## config.mk

```make
export PLATFORM = sky130hd
export DESIGN_NAME = seq_mul_param
export DESIGN_NICKNAME = d
export VERILOG_FILES = /design/src/rtl/seq_mul_pkg.sv /design/src/rtl/seq_mul_dp.sv /design/src/rtl/seq_mul_param.sv
export SDC_FILE = /design/constraint.sdc
export NUM_CORES = 1
export LEC_CHECK = 0
export BUFFER_PORTS_ARGS = -buffer_cell sky130_fd_sc_hd__buf_2
export CAP_MARGIN = 30
export CORE_MARGIN = 2
export CORE_UTILIZATION = 59
export CTS_CLUSTER_SIZE = 28
export DETAILED_ROUTE_END_ITERATION = 8
export PLACE_DENSITY = 0.8
export SLEW_MARGIN = 20
export SYNTH_ARGS = -nofsm -noshare
export SYNTH_HDL_FRONTEND = slang
export SYNTH_SLANG_ARGS = --single-unit
export TNS_END_PERCENT = 20
```

## constraint.sdc

```tcl
create_clock -name clk -period 3.1 [get_ports clk]
set_clock_uncertainty 0.1 [all_clocks]
set_input_delay 0.93 -clock clk [delete_from_list [all_inputs] [get_ports clk]]
set_output_delay 0.93 -clock clk [all_outputs]
set_load 0.05 [all_outputs]
```

## src/rtl/seq_mul_pkg.sv

```systemverilog
// ---------------------------------------------------------------------------
// seq_mul_pkg
//   Shared definitions for the parametrised shift-add sequential multiplier.
//   - state_e   : control FSM states (IDLE -> BUSY -> FIX -> IDLE)
//   - cnt_width : iteration-counter width for a given operand width; the
//                 counter must be able to hold the value WIDTH.
// ---------------------------------------------------------------------------
package seq_mul_pkg;

  typedef enum logic [1:0] {
    ST_IDLE = 2'd0,
    ST_BUSY = 2'd1,
    ST_FIX  = 2'd2
  } state_e;

  function automatic int cnt_width(input int w);
    return $clog2(w + 1);
  endfunction

endpackage

```

## src/rtl/seq_mul_dp.sv

```systemverilog
// ---------------------------------------------------------------------------
// seq_mul_dp
//   Datapath of the sequential multiplier. Works on operand magnitudes and
//   applies the sign once, at the end, so signed and unsigned requests share
//   one unsigned shift-add loop.
//
// Ports
//   clk          in   rising-edge clock
//   reset        in   synchronous, active-high; clears all datapath state
//   load_i       in   latch operand magnitudes and sign, clear accumulator
//   step_i       in   one shift-add iteration
//   fix_i        in   write signed/unsigned result to prod_o
//   is_signed_i  in   operands are two's-complement (sampled with load_i)
//   q_i          in   multiplier operand
//   m_i          in   multiplicand operand
//   prod_o       out  2*WIDTH result, changes only on fix_i or reset
// ---------------------------------------------------------------------------
module seq_mul_dp #(
  parameter int WIDTH = 8
) (
  input  logic               clk,
  input  logic               reset,
  input  logic               load_i,
  input  logic               step_i,
  input  logic               fix_i,
  input  logic               is_signed_i,
  input  logic [WIDTH-1:0]   q_i,
  input  logic [WIDTH-1:0]   m_i,
  output logic [2*WIDTH-1:0] prod_o
);

  logic [WIDTH-1:0]   mq_q,   mq_d;
  logic [2*WIDTH-1:0] mm_q,   mm_d;
  logic [2*WIDTH-1:0] acc_q,  acc_d;
  logic               neg_q,  neg_d;
  logic [2*WIDTH-1:0] prod_q, prod_d;

  // Magnitude in WIDTH unsigned bits. The most negative value negates to
  // itself in two's complement, which read as unsigned is exactly 2^(WIDTH-1).
  function automatic logic [WIDTH-1:0] magnitude(input logic [WIDTH-1:0] x,
                                                 input logic             sgn);
    if (sgn && x[WIDTH-1]) begin
      return ~x + WIDTH'(1);
    end
    return x;
  endfunction

  // Final sign application; negating zero yields zero so no -0 case exists.
  function automatic logic [2*WIDTH-1:0] apply_sign(input logic [2*WIDTH-1:0] mag,
                                                    input logic               neg);
    if (neg) begin
      return ~mag + (2*WIDTH)'(1);
    end
    return mag;
  endfunction

  always_comb begin
    mq_d   = mq_q;
    mm_d   = mm_q;
    acc_d  = acc_q;
    neg_d  = neg_q;
    prod_d = prod_q;
    if (load_i) begin
      mq_d  = magnitude(q_i, is_signed_i);
      mm_d  = {{WIDTH{1'b0}}, magnitude(m_i, is_signed_i)};
      acc_d = '0;
      neg_d = is_signed_i & (q_i[WIDTH-1] ^ m_i[WIDTH-1]);
    end else if (step_i) begin
      // Multiplicand is pre-shifted each step instead of indexing by the
      // counter; the accumulator cannot overflow 2*WIDTH bits.
      if (mq_q[0]) begin
        acc_d = acc_q + mm_q;
      end
      mm_d = mm_q << 1;
      mq_d = mq_q >> 1;
    end else if (fix_i) begin
      prod_d = apply_sign(acc_q, neg_q);
    end
  end

  always_ff @(posedge clk) begin
    if (reset) begin
      mq_q   <= '0;
      mm_q   <= '0;
      acc_q  <= '0;
      neg_q  <= 1'b0;
      prod_q <= '0;
    end else begin
      mq_q   <= mq_d;
      mm_q   <= mm_d;
      acc_q  <= acc_d;
      neg_q  <= neg_d;
      prod_q <= prod_d;
    end
  end

  assign prod_o = prod_q;

endmodule

```

## src/rtl/seq_mul_param.sv

```systemverilog
// ---------------------------------------------------------------------------
// seq_mul_param
//   Radix-2 shift-add sequential multiplier, WIDTH x WIDTH -> 2*WIDTH,
//   unsigned or two's-complement per request. One multiply in flight; fixed
//   latency of WIDTH+1 cycles from accepted start to done.
//
// Ports
//   clk        in   rising-edge clock
//   reset      in   synchronous, active-high; aborts any multiply in flight
//   start      in   request, sampled only while ready=1
//   is_signed  in   operands are two's-complement (sampled with start)
//   q          in   multiplier operand (sampled with start)
//   m          in   multiplicand operand (sampled with start)
//   ready      out  idle, a request will be accepted
//   busy       out  multiply in progress (== !ready)
//   done       out  one-cycle pulse, prod updated this cycle
//   prod       out  result, held until the next done
// ---------------------------------------------------------------------------
module seq_mul_param
  import seq_mul_pkg::*;
#(
  parameter int WIDTH = 8,
  parameter int CNT_W = cnt_width(WIDTH)
) (
  input  logic               clk,
  input  logic               reset,
  input  logic               start,
  input  logic               is_signed,
  input  logic [WIDTH-1:0]   q,
  input  logic [WIDTH-1:0]   m,
  output logic               ready,
  output logic               busy,
  output logic               done,
  output logic [2*WIDTH-1:0] prod
);

  localparam logic [CNT_W-1:0] LAST_CNT = CNT_W'(WIDTH - 1);

  state_e           state_q, state_d;
  logic [CNT_W-1:0] cnt_q,   cnt_d;
  logic             done_q,  done_d;
  logic             load, step, fix;

  always_comb begin
    state_d = state_q;
    cnt_d   = cnt_q;
    done_d  = 1'b0;
    load    = 1'b0;
    step    = 1'b0;
    fix     = 1'b0;
    case (state_q)
      ST_IDLE: begin
        if (start) begin
          load    = 1'b1;
          cnt_d   = '0;
          state_d = ST_BUSY;
        end
      end
      ST_BUSY: begin
        // Always exactly WIDTH iterations: no early exit on zero multiplier
        // bits, so latency never depends on operand values.
        step  = 1'b1;
        cnt_d = cnt_q + CNT_W'(1);
        if (cnt_q == LAST_CNT) begin
          state_d = ST_FIX;
        end
      end
      ST_FIX: begin
        fix     = 1'b1;
        done_d  = 1'b1;
        state_d = ST_IDLE;
      end
      default: begin
        state_d = ST_IDLE;
      end
    endcase
  end

  always_ff @(posedge clk) begin
    if (reset) begin
      state_q <= ST_IDLE;
      cnt_q   <= '0;
      done_q  <= 1'b0;
    end else begin
      state_q <= state_d;
      cnt_q   <= cnt_d;
      done_q  <= done_d;
    end
  end

  seq_mul_dp #(
    .WIDTH(WIDTH)
  ) u_dp (
    .clk         (clk),
    .reset       (reset),
    .load_i      (load),
    .step_i      (step),
    .fix_i       (fix),
    .is_signed_i (is_signed),
    .q_i         (q),
    .m_i         (m),
    .prod_o      (prod)
  );

  // done is registered alongside the prod write, so both change on the
  // same edge and the request in the done cycle already sees IDLE.
  assign ready = (state_q == ST_IDLE);
  assign busy  = ~ready;
  assign done  = done_q;

endmodule

```

==> out/results.tsv <==
stage	metric	value	unit
global_route	grt_use_total	0.248	
final_layout	fin_nets	543	
outcome	status	completed	
floorplanning	rows	28	
setup_path	crit_buf_inv	0	
final_layout	layout-drive-gt1-share	0.132	
synth	synth_top_area_cell	dfxtp_1	
cts	cts_buffer_depth	2	
setup_path	cp_slowest_cell	fa_1	
cts	cts_root_buffer	clkbuf_8	
synth	ys_seq_area_frac	0.343	
global_route	antenna_found_initial	0	
global_route	grt_pass1_vias	3150	
route	routed_via_density	5.96	
pwr	p_sw_frac	0.270	
cts	cts_setup_buffers	0	
timing	finalSetupTns	0	ns
floorplanning	initial_core_util	0.619	
route	ant_nets	0	
setup_path	path_depth	8	
timing	rsz0062_at_grt	no	
synth	synth_edf_count	0	
pwr	power_leakage	1.72	nW
setup_path	end_kind	register	
global_route	grt_start_max_net_pins	29	
timing	tightest_slew	0.655	ns
setup_path	worst_setup_path_start_kind	register	
worst_hold_path	hold_class	reg2reg	
setup_path	reg2reg_depth	8	
timing	fmax	410	MHz
global_route	overflow	0	
route	met2_length	4040	um
pwr	power_density	412	nW/um^2
cts	cts-resized-gates	0	
flow_run	max_cap_violations	0	
synth	syn_inst	472	
pwr	clkPwrFrac	0.370	
place	post-dp-hpwl	6590	um
route	wl_met1	4020	um
synth	synth.area.top_cells	dfxtp_1 (34%), nand2_1 (7.1%), ha_1 (6.4%)	
timing	post-route-min-period	2.44	ns
timing	setup_viol	0	
timing	fin_hold_ws	0.367	ns
setup_path	crit_path_max_fanout	5	
route	top_layer	met4	
cts	numClockSinks	64	
floorplanning	coreArea	6030	um^2
cts	cts_tree	yes	
route	totalWireLength	8630	um
synth	netlist.area_leader.share	0.343	
timing	fin_crit_sh	0.786	
cts	worstSkewPairLatency	0.34	ns
route	met3_length	491	um
synth	ys_types	51	
synth	synth.cell_area	3730	um^2
synth	syn_nets	512	
final_layout	syn_to_final_growth	11.2	%
floorplanning	dieHeight	83.5	um
route	vias	3466	
setup_path	cp_top_family	compound AO/OA/AOI/OAI gates	
route	routedWlPerCell	14.8	um
cts	cts_buffers	9	
synth	syn_avg_cell_area	7.91	um^2
route	route.detailed.drc	0	
setup_path	cpPeakStageDelay	0.41	ns
pwr	internal-power	1.25	mW
timing	hold_viol_final	0	
synth	async_flop_share	0	
setup_path	cp_cell_sequence	ha_1 -> fa_1 -> a21o_1 -> a21oi_1 -> o211ai_1 -> a41oi_1 -> xor2_1 -> o21ai_0	
setup_path	required	3.22	ns
pwr	comb_power_share	0.121	
floorplanning	dieArea	6980	um^2
route	drt-initial-drc-count	262	
timing	fin_ws	0.662	ns
setup_path	criticalPathCategory	reg2reg	
setup_path	crit_arrival	2.56	ns
final_layout	antenna_cells	0	
pwr	sequentialPowerShare	0.509	
pwr	ir_drop	0.270	mV
cts	ctsHoldBuffers	0	
cts	clk_transition_reported_paths	0.07	ns
global_route	grt_pass1_wl	14400	um
floorplanning	die_width	83.5	um
timing	drv_slew	0	
worst_hold_path	hold_depth	2	
route	first_pass_iters	5	
pwr	p_sw	463	uW
cts	cts_max_level	3	
synth	synth-seq-cells	64	
synth	ys_warn_count	0	
place	io_buffer_count	38	
floorplanning	io_pins	39	
synth	synthFlopType	dfxtp_1	
place	place.gp.congestion	0.986	
place	preCtsSetupSlack	0.638	ns
timing	slew_headroom	0.562	
-- cells in the mapped netlist, types with 3 or more instances --
library cell	n
clkbuf_1	18
nor2_1	62
a21oi_1	37
nor3_1	11
buf_1	3
nand2b_1	4
buf_2	4
nor2b_1	4
dfxtp_1	64
a311oi_1	9
xor2_1	23
o211ai_1	5
mux2i_1	5
and3_1	4
and4_1	3
nor4_1	3
nand3_1	7
o31ai_1	6
a31oi_1	6
ha_1	19
nand4_1	4
nand2_1	71
a211oi_1	20
a21o_1	8
nor3b_1	3
nand3b_1	4
o41ai_1	4
o21ai_0	12
xnor2_1	10
inv_1	12
-- layer usage --
metal  track usage  up-vias
met5             0        -
met4        0.0909        0
met3        0.0415        8
met2         0.415      108
met1         0.324     1587
li1              -     1763
-- cell families after synthesis --
group / Yosys count / synth area share
xor+xnor: 33 / 0.0774
buf+inv: 37 / 0.0385
fa+ha+maj: 20 / 0.0691
compound gates: 122 / 0.220
flops: 64 / 0.343
mux: 5 / 0.0134
simple gates: 191 / 0.238
-- cell type report --
type	instances	area, um^2
Tap cell	75	93.8
Timing Repair Buffer	45	246
Sequential cell	64	1280
Inverter	12	45.0
Clock inverter	3	17.5
Multi-Input combinational cell	371	2310
Clock buffer	12	155
Fill cell	498	1880
-- cells in the final DEF, fill, tap and decap left out, types with 2 or more instances in the layout --
cell type,n
inv_1,12
nor4_1,3
o31ai_1,6
a211oi_1,20
clkbuf_8,11
or3_1,2
ha_1,19
a311oi_1,9
and4_1,3
nor3_1,11
nand3b_1,4
and3_1,4
nand3_1,7
a222oi_1,2
clkinv_2,2
nand2b_1,4
dfxtp_1,64
nand4_1,4
o211ai_1,5
nor2_1,62
a31oi_1,6
a21oi_1,37
mux2i_1,5
nand2_1,71
nor2b_1,3
and2_1,2
o21bai_1,2
buf_2,38
xnor2_1,10
o41ai_1,4
nor3b_1,3
o21a_1,2
xor2_1,23
buf_4,6
o21ai_0,12
or2_2,2
a21o_1,8
-- registers in the layout (all words and copies together), names as in the netlist --
name and cells:
u_dp.acc_q 16, u_dp.mm_q 16, u_dp.prod_o 16, u_dp.mq_q 8, cnt_q 4, state_q 2
done 1, u_dp.neg_q 1
-- worst paths after layout --
path / start / slack [ns] / to
hold reg to reg: u_dp.mq_q[1] / 0.37 / u_dp.mq_q[1]
setup / recovery: u_dp.acc_q[0] / 0.66 / u_dp.acc_q[10]
setup reg to reg: u_dp.acc_q[0] / 0.66 / u_dp.acc_q[10]
hold / removal: u_dp.mq_q[1] / 0.37 / u_dp.mq_q[1]
-- per-stage QoR --
step           utilization  area (um^2)  total power, mW  cells
2_1_floorplan            -         3730             1.03    472
3_3_place_gp         0.658         3970             1.09    566
3_5_place_dp         0.658         3970             1.09    566
4_1_cts              0.687         4140             1.72    581
5_1_grt              0.689         4150             1.78    582
6_report             0.689         4150             1.71    582
-- power groups by stage --
stage	combinational [mW]	clock (mW)	sequential (mW)
2_1_floorplan	0.153	0	0.878
3_3_place_gp	0.199	0	0.887
3_5_place_dp	0.205	0	0.888
4_1_cts	0.206	0.641	0.870
5_1_grt	0.231	0.674	0.873
6_report	0.207	0.633	0.871
-- worst min-delay path, cell delays in order (launching register included) --
cell and delay, ns:
dfxtp_1 0.32, nand2_1 0.05, a21oi_1 0.05
Note: power is estimated with default switching activity, not from simulation.
